### config.mk
export PLATFORM = sky130hd
export DESIGN_NAME = bitserial_alu_seq
export DESIGN_NICKNAME = d
export VERILOG_FILES = /design/src/rtl/bsalu_pkg.sv /design/src/rtl/bsalu_bit_counter.sv /design/src/rtl/bitserial_alu_seq.sv
export SDC_FILE = /design/constraint.sdc
export NUM_CORES = 1
export LEC_CHECK = 0
export ABC_CLOCK_PERIOD_IN_PS = 2900
export CAP_MARGIN = 10
export CORE_AREA = 2 2 94 96
export CTS_CLUSTER_DIAMETER = 150
export DETAILED_ROUTE_END_ITERATION = 7
export DIE_AREA = 0 0 96 98
export HOLD_SLACK_MARGIN = 0.15
export PLACE_DENSITY_LB_ADDON = 0.15
export SYNTH_ARGS = -nofsm -noshare
export SYNTH_HDL_FRONTEND = slang
export SYNTH_SLANG_ARGS = --single-unit
### constraint.sdc
create_clock -name clk -period 2.9 [get_ports clk]
set_clock_uncertainty 0.15 [all_clocks]
set_input_delay 0.29 -clock clk [delete_from_list [all_inputs] [get_ports clk]]
set_output_delay 0.29 -clock clk [all_outputs]
set_load 0.005 [all_outputs]
### src/rtl/bsalu_pkg.sv
// Shared types and constants for the bit-serial ALU sequencer.
package bsalu_pkg;

  localparam int unsigned OPSEL_W = 3;

  localparam logic MODE_ARITH = 1'b0;
  localparam logic MODE_LOGIC = 1'b1;

  typedef enum logic [1:0] {
    ST_IDLE = 2'd0,
    ST_RUN  = 2'd1,
    ST_DONE = 2'd2
  } state_t;

endpackage

### src/rtl/bsalu_bit_counter.sv
// Loadable bit-index up-counter with a registered "last bit" flag.
//   clk, rst_n : clock, synchronous active-low reset
//   i_load     : restart at index 0
//   i_inc      : advance one bit
//   o_idx      : current bit index
//   o_last     : high while o_idx == WIDTH-1
module bsalu_bit_counter #(
  parameter  int unsigned WIDTH = 8,
  localparam int unsigned CNT_W = $clog2(WIDTH)
) (
  input  logic             clk,
  input  logic             rst_n,
  input  logic             i_load,
  input  logic             i_inc,
  output logic [CNT_W-1:0] o_idx,
  output logic             o_last
);

  localparam logic [CNT_W-1:0] LAST_IDX = CNT_W'(WIDTH - 1);

  logic [CNT_W-1:0] r_idx;
  logic             r_last;
  logic [CNT_W-1:0] w_idx_inc;

  assign w_idx_inc = r_idx + CNT_W'(1);

  // Flag is computed from the incremented value so it is valid in the same cycle as the index.
  always_ff @(posedge clk) begin
    if (!rst_n) begin
      r_idx  <= '0;
      r_last <= 1'b0;
    end else if (i_load) begin
      r_idx  <= '0;
      r_last <= 1'b0;
    end else if (i_inc) begin
      r_idx  <= w_idx_inc;
      r_last <= (w_idx_inc == LAST_IDX);
    end
  end

  assign o_idx  = r_idx;
  assign o_last = r_last;

endmodule

### src/rtl/bitserial_alu_seq.sv
// Drives an external 1-bit ALU slice bit-serially (LSB first) to perform one
// WIDTH-bit operation per request, chaining slice cout into the next cin.
// Optional macro BSALU_FLAGS_EN adds rsp_zero / rsp_ovf result flags.
//   req_*     : request handshake and operands (accepted only in IDLE)
//   sl_*      : registered slice drive (op1/op2/cin/opsel/mode), slice result/cout
//   rsp_*     : response handshake, assembled result and MSB carry out
//   busy      : operation in progress or awaiting response handshake
module bitserial_alu_seq
  import bsalu_pkg::*;
#(
  parameter  int unsigned WIDTH = 8,
  localparam int unsigned CNT_W = $clog2(WIDTH)
) (
  input  logic               clk,
  input  logic               rst_n,
  input  logic               req_valid,
  output logic               req_ready,
  input  logic [WIDTH-1:0]   req_a,
  input  logic [WIDTH-1:0]   req_b,
  input  logic [OPSEL_W-1:0] req_opsel,
  input  logic               req_mode,
  input  logic               req_cin,
  output logic               sl_op1,
  output logic               sl_op2,
  output logic               sl_cin,
  output logic [OPSEL_W-1:0] sl_opsel,
  output logic               sl_mode,
  input  logic               sl_result,
  input  logic               sl_cout,
  output logic               rsp_valid,
  input  logic               rsp_ready,
  output logic [WIDTH-1:0]   rsp_result,
  output logic               rsp_cout,
`ifdef BSALU_FLAGS_EN
  output logic               rsp_zero,
  output logic               rsp_ovf,
`endif
  output logic               busy
);

  state_t             r_state;
  state_t             w_next_state;
  logic               w_accept;
  logic               w_run;
  logic               w_last_step;

  logic [WIDTH-1:0]   r_a;
  logic [WIDTH-1:0]   r_b;
  logic [WIDTH-1:0]   r_acc;
  logic [WIDTH-1:0]   w_acc_next;
  logic               r_carry;
  logic [OPSEL_W-1:0] r_opsel;
  logic               r_mode;
  logic               r_req_ready;
  logic               r_rsp_valid;
  logic               r_busy;
  logic [WIDTH-1:0]   r_rsp_result;
  logic               r_rsp_cout;

  logic [CNT_W-1:0]   w_idx;
  logic               w_last;

  bsalu_bit_counter #(.WIDTH(WIDTH)) u_cnt (
    .clk    (clk),
    .rst_n  (rst_n),
    .i_load (w_accept),
    .i_inc  (w_run),
    .o_idx  (w_idx),
    .o_last (w_last)
  );

  // Next-state decode; r_req_ready gates accept so the post-reset cycle cannot accept.
  always_comb begin
    w_next_state = r_state;
    w_accept     = 1'b0;
    w_run        = 1'b0;
    w_last_step  = 1'b0;
    case (r_state)
      ST_IDLE: begin
        if (req_valid && r_req_ready) begin
          w_accept     = 1'b1;
          w_next_state = ST_RUN;
        end
      end
      ST_RUN: begin
        w_run = 1'b1;
        if (w_last) begin
          w_last_step  = 1'b1;
          w_next_state = ST_DONE;
        end
      end
      ST_DONE: begin
        if (rsp_ready) w_next_state = ST_IDLE;
      end
      default: w_next_state = ST_IDLE;
    endcase
  end

  // Result accumulator with the current slice bit merged in at idx.
  always_comb begin
    w_acc_next        = r_acc;
    w_acc_next[w_idx] = sl_result;
  end

  // State register and datapath; operands shift right so bit 0 always feeds the slice.
  always_ff @(posedge clk) begin
    if (!rst_n) begin
      r_state      <= ST_IDLE;
      r_a          <= '0;
      r_b          <= '0;
      r_acc        <= '0;
      r_carry      <= 1'b0;
      r_opsel      <= '0;
      r_mode       <= 1'b0;
      r_req_ready  <= 1'b0;
      r_rsp_valid  <= 1'b0;
      r_busy       <= 1'b0;
      r_rsp_result <= '0;
      r_rsp_cout   <= 1'b0;
    end else begin
      r_state     <= w_next_state;
      r_req_ready <= (w_next_state == ST_IDLE);
      r_rsp_valid <= (w_next_state == ST_DONE);
      r_busy      <= (w_next_state != ST_IDLE);
      if (w_accept) begin
        r_a     <= req_a;
        r_b     <= req_b;
        r_opsel <= req_opsel;
        r_mode  <= req_mode;
        r_carry <= req_cin;
      end else if (w_run) begin
        r_a   <= r_a >> 1;
        r_b   <= r_b >> 1;
        r_acc <= w_acc_next;
        // Carry is cleared after the MSB so sl_cin reads 0 once back in IDLE.
        r_carry <= w_last_step ? 1'b0 : sl_cout;
        if (w_last_step) begin
          r_rsp_result <= w_acc_next;
          r_rsp_cout   <= sl_cout;
        end
      end
    end
  end

`ifdef BSALU_FLAGS_EN
  logic r_rsp_zero;
  logic r_rsp_ovf;

  // Flags latch with the result; overflow is carry-in vs carry-out of the MSB.
  always_ff @(posedge clk) begin
    if (!rst_n) begin
      r_rsp_zero <= 1'b0;
      r_rsp_ovf  <= 1'b0;
    end else if (w_last_step) begin
      r_rsp_zero <= (w_acc_next == '0);
      r_rsp_ovf  <= (r_mode == MODE_ARITH) ? (r_carry ^ sl_cout) : 1'b0;
    end
  end

  assign rsp_zero = r_rsp_zero;
  assign rsp_ovf  = r_rsp_ovf;
`endif

  assign req_ready  = r_req_ready;
  assign sl_op1     = r_a[0];
  assign sl_op2     = r_b[0];
  assign sl_cin     = r_carry;
  assign sl_opsel   = r_opsel;
  assign sl_mode    = r_mode;
  assign rsp_valid  = r_rsp_valid;
  assign rsp_result = r_rsp_result;
  assign rsp_cout   = r_rsp_cout;
  assign busy       = r_busy;

endmodule

* Word level (Yosys, flattened, before mapping)
Cells that the tools add are included.
Storage, ports and cells: logic and storage cells 51, register bits after elaboration 47
Cells by class: multiplexer cells 19, $add $sub $neg 1, reduce and logical (&&, ||, !) cells 9, equal/unequal tests 4, bitwise logic cells 2, magnitude comparators 2
Operators with widths (count):
- 2-to-1 mux 8 bit | 4
- 2-to-1 mux 1 bit | 9
- bitwise mux 8 bit | 1
- 2-to-1 mux 2 bit | 3
- one-hot mux 2 bit (3 select lines) | 1
- == test 2 bit, second input constant | 2
- zero test 2 bit | 2
- less-than comparator 3 x 4 -> 1 bit, second input constant | 1
- nonzero test 2 bit | 2
- adder 3 x 1 -> 3 bit, second input constant | 1
- demux 1 bit (select 3 bit) | 1
- == test 3 bit, second input constant | 1
- >= comparator 3 x 1 -> 1 bit, second input constant | 1
- AND reduction 3 bit | 1
- == test 2 x 1 -> 1 bit, second input constant | 1
- logical AND 1 bit | 2
- NOT 1 bit | 2
- AND reduction 2 bit | 1
- OR reduction 2 bit | 1

* Logic depth before layout (Yosys ltp)
Gate-level depths: netlist of the first run.
depth in word-level cells 5, depth in mapped cells 5

* Modules after synthesis
A second synthesis of the first run with hierarchy kept.
Unflattened totals: cell total of the unflattened synthesis 225, area, all modules 2095.8 µm²
Modules (own cells, without submodules):
- bitserial_alu_seq | sequential area each 860.8 µm², area each 1869.3 µm², times used 1, cells each 205
- bsalu_bit_counter | sequential area each 80.1 µm², area each 226.5 µm², times used 1, cells each 20

* Worst setup path after synthesis of the first run
OpenSTA, ideal clock, no wires.
path type reg-to-reg, start point register u_cnt.r_idx[1], in the netlist u_cnt.o_idx[1], end point register r_acc[4], stages on the path, launching flop included 5, data required time 2.616 ns, arrival 1.010 ns, library setup time 0.134 ns, path slack 1.606 ns, cells stage by stage dfxtp_1 buf_2 nand2b_1 o311ai_0 o31ai_1
On the way: word-level cells in the longest chain between the ends 5
RTL lines:
- start, declared | line bsalu_bit_counter.sv:21 | logic [CNT_W-1:0] r_idx;
- start signal, assigned | line bsalu_bit_counter.sv:36 | r_idx <= w_idx_inc;
- less-than comparator 3 x 4 -> 1 bit (not written as such) / >= comparator 3 x 1 -> 1 bit (equally long branches) | line bitserial_alu_seq.sv:102 | w_acc_next[w_idx] = sl_result;
- logical AND 1 bit (not written as such) | line bitserial_alu_seq.sv:102
- 2-to-1 mux 1 bit (not written as such) | line bitserial_alu_seq.sv:102
- demux 1 bit (select 3 bit) * | line bitserial_alu_seq.sv:102
- bitwise mux 8 bit * | line bitserial_alu_seq.sv:102
- end signal, assigned | line bitserial_alu_seq.sv:134 | r_acc <= w_acc_next;
- end, declared | line bitserial_alu_seq.sv:49 | logic [WIDTH-1:0] r_acc;
Mark *: on every way between the ends. The rest lies on a longest branch, timed or not. A chain may end at the register's enable or synchronous reset.

* Worst setup path in the final report of the first run
start point register r_state[0], end point register r_b[5]
On the way: word-level cells in the longest chain between the ends 3
RTL lines:
- start, declared | line bitserial_alu_seq.sv:41 | state_t r_state;
- start signal, assigned | line bitserial_alu_seq.sv:121 | r_state <= w_next_state;
- == test 2 x 1 -> 1 bit / zero test 2 bit (equally long branches) | line bitserial_alu_seq.sv:78 | case (r_state)
- 2-to-1 mux 1 bit | line bitserial_alu_seq.sv:78
- nonzero test 2 bit (no line) / 2-to-1 mux 8 bit (equally long branches)
- end signal, assigned | line bitserial_alu_seq.sv:127 | r_b <= req_b;
- end signal, assigned | line bitserial_alu_seq.sv:133 | r_b <= r_b >> 1;
- end, declared | line bitserial_alu_seq.sv:48 | logic [WIDTH-1:0] r_b;
Several ways; a longest one is shown, not always the timed one.

==> results_dict.tcl, run 1 <==
set metrics [dict create \
    rrSetupSlack_ps 1170 \
    grt_usage_pct 11.6 \
    antenna_found_initial 0 \
    dieArea_um2 9410 \
    grt_pass1_wl_mm 8.70 \
    slowest_stage "nand4bb_2" \
    utilization_pct 31.7 \
    rows 34 \
    synth_mux_area_share_pct 3.90 \
    wl_met2_mm 2.30 \
    hold_buffers 0 \
    tightest_slew_ps 586 \
    synth.cell_area_um2 2060 \
    io_buffers 45 \
    r2r_cells 4 \
    wirelength_met1_mm 2.60 \
    ys_types 37 \
    ys.warnings.count 0 \
    grt_max_degree 26 \
    drtIter0Drc 86 \
    cp_max_fo 16 \
    setup_viol 0 \
    highest_layer "met4" \
    antennaDiodeCount 0 \
    crit_path_max_incr_delay_ps 570 \
    yosys.area_share.simple_pct 19.1 \
    avgSynthCellArea_um2 9.22 \
    avgViaCountPerCell 4.77 \
    drt-total-wl_mm 5.19 \
    area_growth_pct 30.4 \
    synth_seq_cells 47 \
    synthCells 223 \
    yosys.area_share.xor_xnor_pct 0.852 \
    fin_crit_sh_pct 59.6 \
    final_common_cell "dfxtp_1" \
    drive_above_1_share_pct 6.49 \
    power.density_nw_per_um2 510 \
    hp-start "r_acc[2]" \
    fmax_mhz 578 \
    synthAdderAreaFrac_pct 1.22 \
    tns_ps 0 \
    synth_top_family_by_area "compound AO/OA/AOI/OAI gates" \
    place_area_um2 2560 \
    maxSlewViolCount 0 \
    cts.clk_slew.worst_paths_ps 90 \
    die_w_um 96 \
    grt_pass1_vias 1786 \
    end_kind "flop" \
    startpoint_type "flop" \
    final_cell_mix "dfxtp_1, clkdlybuf4s50_1, nand2_1, nand3_1, a21boi_1" \
    cts_max_path_buffers 2 \
    startpoint "r_state[0]" \
    clk-insertion-delay-late_ps 300 \
    critical_path.top_delay_family "simple AND/OR/NAND/NOR gates" \
    wl_met3_um 245 \
    critical_path.endpoint "r_b[5]" \
    ioPinCount 46 \
    core_um2 8470 \
    irDropWorstVdd_uv 159 \
    cts_root_buf "clkbuf_8" \
    post_cts.repair.setup_buffers 0 \
    crit_chain "nand4bb_2 -> buf_4 -> nand3_1 -> a21boi_1" \
    drtAntennaViolNets 0 \
    die_h_um 98 \
    clock_sinks 47 \
    drt_first_pass_iters 4 \
    leakage_nw 0.934 \
    place.gp.congestion 0.720 \
    syn-num-nets 252 \
    ctsResizeCount 0 \
    start_util_pct 24.3 \
    drv_cap 0 \
    final_nets 290 \
    rsz0062_at_grt "no" \
    critPathBufInv 1 \
    r2r-end "r_b[5]" \
    cts_tree "done" \
    cp_num_cells 4 \
    crit_type "reg2reg" \
    design_area_um2 2680 \
    worstPathRequired_ps 2950 \
    gr-total-overflow 0 \
    vias 1766 \
    htree_levels 2 \
    synth_compound_area_share_pct 23.4 \
    synth_top_area_cell "dfxtp_1" \
    synth.yosys.seq_area_share_pct 45.8 \
    hp-class "reg2reg" \
    cts-buffers-inserted 5 \
    yosys-top-cells-area "dfxtp_1, a21boi_1, nand3_1" \
    period_needed_ps 1730 \
    r2r_start "r_state[0]" \
    status "complete, no violations" \
    relSlewSlack_pct 61.0 \
    yosysTopAreaCellShare_pct 45.8 \
    post_drt_wl_per_cell_um 14.0 \
    hold_violations 0 \
    arrival_ps 1780 \
    dp_hpwl_mm 3.35 \
    drc_errors 0 \
]
-- power breakdown --
| group | switching (mW) | internal (mW) | total [mW] |
|---|---|---|---|
| Combinational | 0.0777 | 0.0823 | 0.160 |
| Sequential | 0.0223 | 0.668 | 0.691 |
| Clock | 0.233 | 0.284 | 0.517 |
-- how the worst min path moves through the flow --
stage	to	slack, ps	cells past startpoint
final	r_acc[2]	320	2
after floorplan	r_a[7]	270	2
after detailed placement	r_acc[2]	300	2
after global placement	r_acc[0]	300	2
after global routing	r_b[2]	350	2
after CTS	r_acc[2]	320	2
-- flip-flops by register name (all words and copies together) (netlist names) --
signal and cells:
r_a 8, r_acc 8, r_b 8, rsp_result 8, sl_opsel 3, u_cnt.o_idx 3
r_state 2, busy 1, req_ready 1, rsp_cout 1, rsp_valid 1, sl_cin 1
sl_mode 1, u_cnt.o_last 1
-- layout make-up --
type,count,area [um^2]
clock buffer,6,82.6
clock inverter,2,38.8
fill,905,5780
inverter,2,7.51
multi-input combinational,156,996
sequential,47,941
tap,108,135
timing repair buffer,49,480
-- cells in the mapped netlist, drive strengths merged --
cell type  count
o31ai          4
o311ai         3
a32oi          1
buf           13
nand2         25
a21boi        22
inv            2
o41ai          1
or3b           1
or3            1
a22oi         15
and2b          1
and3           3
nand3         24
dfxtp         47
mux2i          8
a211oi         1
nand3b         2
nand4bb        1
and3b          1
a21oi          6
ha             2
nor2           5
nor2b          6
nand2b         2
and2           1
xor2           2
clkbuf         5
o21ai         12
and4bb         1
a31oi          5
-- through the flow --
step           total power, mW  setup slack (ps)  hold slack (ps)  cells
2_1_floorplan            0.792              1610              275    223
3_3_place_gp             0.869               936              298    362
3_5_place_dp             0.867               908              304    362
4_1_cts                   1.39              1160              319    370
5_1_grt                   1.44              1030              346    370
6_report                  1.37              1170              318    370
-- worst register-to-register path, delay by kind of cell, from the launching register on --
family,cells,cell delay [ps]
AO/OA/AOI/OAI,1,70
AND/OR/NAND/NOR,2,660
buffers and inverters,1,350
flip-flops,1,410
-- cell families after synthesis --
| kind of cell | count (synthesis) |
|---|---|
| and+or+nand+nor | 74 |
| buffers and inverters | 20 |
| muxes | 8 |
| DFF | 47 |
| AOI/OAI and AO/OA | 70 |
| xor gates and xnor gates | 2 |
| adders and majority gates | 2 |
-- routing by layer --
metal  global-route usage (%)  up-vias
li1                         -      888
met1                     15.5      835
met2                     18.5       39
met3                     2.62        4
met4                     3.30        0
met5                        0        -
Power figures use the tool's default switching activity.
==> inputs of run 2 (changes only) <==
--- a/config.mk
+++ b/config.mk
@@ -5,7 +5,7 @@
 export SDC_FILE = /design/constraint.sdc
 export NUM_CORES = 1
 export LEC_CHECK = 0
-export ABC_CLOCK_PERIOD_IN_PS = 2900
+export ABC_CLOCK_PERIOD_IN_PS = 1730
 export CAP_MARGIN = 10
 export CORE_AREA = 2 2 94 96
 export CTS_CLUSTER_DIAMETER = 150
==> constraint.sdc (replaced) <==
create_clock -name clk -period 1.73 [get_ports clk]
set_clock_uncertainty 0.15 [all_clocks]
set_input_delay 0.173 -clock clk [delete_from_list [all_inputs] [get_ports clk]]
set_output_delay 0.173 -clock clk [all_outputs]
set_load 0.005 [all_outputs]
==> run 2 against run 1 <==
Net effect: register-to-register slack worse by 930 ps; via count is 1.0% higher; total power is 63% higher; critical path type is now reg2out; core utilization is 1.2 points higher; highest routed layer unchanged; sequential cell count stayed put; hold slack worse by 37 ps.
==> results_dict.tcl, run 2 (synthesis gave the netlist of run 1 again) <==
set metrics [dict create \
    status "complete, no violations" \
    avgViaCountPerCell 4.67 \
    cts-buffers-inserted 5 \
    leakage_nw 0.995 \
    antenna_found_initial 0 \
    place.gp.congestion 0.724 \
    drtIter0Drc 44 \
    hold_violations 0 \
    dp_cells 375 \
    final_nets 303 \
    grt_util_met2_pct 16.4 \
    clock_sinks 47 \
    start_util_pct 24.3 \
    relSlewSlack_pct 72.1 \
    rows 34 \
    slowest_stage "clkdlybuf4s50_1" \
    drive_above_1_share_pct 10.2 \
    gr-total-overflow 0 \
    vias 1784 \
    irDropWorstVdd_uv 326 \
    cts_tree "done" \
    critPathBufInv 1 \
    dp_hpwl_mm 3.50 \
    antennaDiodeCount 0 \
    grt_pass1_wl_mm 8.38 \
    clk-insertion-delay-late_ps 300 \
    top_usage_layer "met2" \
    core_um2 8470 \
    fin_crit_sh_pct 87.3 \
    post_cts.repair.setup_buffers 0 \
    drtAntennaViolNets 0 \
    final_cell_mix "dfxtp_1, clkdlybuf4s50_1, nand2_1, nand3_1, a21boi_1" \
    die_h_um 98 \
    startpoint_type "flop" \
    worstPathRequired_ps 1410 \
    setup_viol 0 \
    cts.clk_slew.worst_paths_ps 90 \
    crit_chain "clkdlybuf4s50_1" \
    cts_root_buf "clkbuf_8" \
    htree_levels 2 \
    power.density_nw_per_um2 801 \
    ctsResizeCount 0 \
    critical_path.top_delay_family "buffers and inverters" \
    post_drt_wl_per_cell_um 13.5 \
    tightest_slew_ps 419 \
    end_kind "output pin" \
    final_cells 382 \
    hold_buffers 0 \
    die_w_um 96 \
    hp-class "in2reg" \
    use_met3_pct 3.16 \
    cts_max_path_buffers 2 \
    arrival_ps 1190 \
    area_growth_pct 35.5 \
    cp_max_fo 3 \
    use_met1_pct 15.8 \
    io_buffers 45 \
    rsz0062_at_grt "no" \
    drv_cap 0 \
    final_common_cell "dfxtp_1" \
    drc_errors 0 \
    grt_usage_pct 11.2 \
    tns_ps 0 \
    power_mw 2.23 \
    utilization_pct 32.9 \
    crit_path_max_incr_delay_ps 510 \
    dieArea_um2 9410 \
    drt_first_pass_iters 4 \
    crit_type "reg2out" \
    drt-total-wl_mm 5.14 \
    period_needed_ps 1510 \
    ioPinCount 46 \
    grt_max_degree 27 \
    maxSlewViolCount 0 \
    fmax_mhz 662 \
    grt_pass1_vias 1688 \
]
[run 2: changes by cell type in the layout (fill, tap and decap cells not counted), sizes merged]
| cell | before | now |
|---|---|---|
| buf | 4 | 17 |
| inv | 3 | 2 |
[run 2: worst min-delay path: stages]
cell	delay, ps
clkdlybuf4s50_1	390
nand2_1	50
a21boi_0	60
[run 2: worst paths after layout]
| kind | from | endpoint | slack (ps) | depth (start not counted) |
|---|---|---|---|---|
| worst max-delay path | req_ready | req_ready | 220 | 1 |
| worst min-delay path | req_opsel[0] | sl_opsel[0] | 280 | 3 |
| worst max register to register | u_cnt.o_idx[2] | r_acc[7] | 240 | 3 |
| worst min register to register | sl_mode | sl_mode | 310 | 2 |
[run 2: metrics by stage]
step,worst slack [ps],cell area [um^2],hold WS (ps)
floorplan,436,2060,158
global placement,148,2680,299
detailed placement,149,2680,301
CTS,199,2790,274
global route,71.1,2790,282
finish,219,2790,281
[run 2: routing by layer]
metal | vias to the layer above | wire, um | part of all wire [%]
li1 | 910 | - | -
met1 | 827 | 2490 | 48
met2 | 41 | 2320 | 45
met3 | 6 | 275 | 5.3
met4 | 0 | 61 | 1.2
met5 | - | 0 | 0
[run 2: area by class of cell]
class | count | area (um^2)
inverter | 2 | 7.51
clock inverter | 1 | 30.0
multi-input combinational | 156 | 996
clock buffer | 6 | 72.6
sequential | 47 | 941
fill | 883 | 5680
tap | 108 | 135
timing repair buffer | 62 | 603
[run 2: where the power goes]
group,internal (mW),switching [mW],total [mW]
sequential,1.12,0.0292,1.15
clock,0.424,0.354,0.778
combinational,0.162,0.141,0.303
total,1.71,0.524,2.23
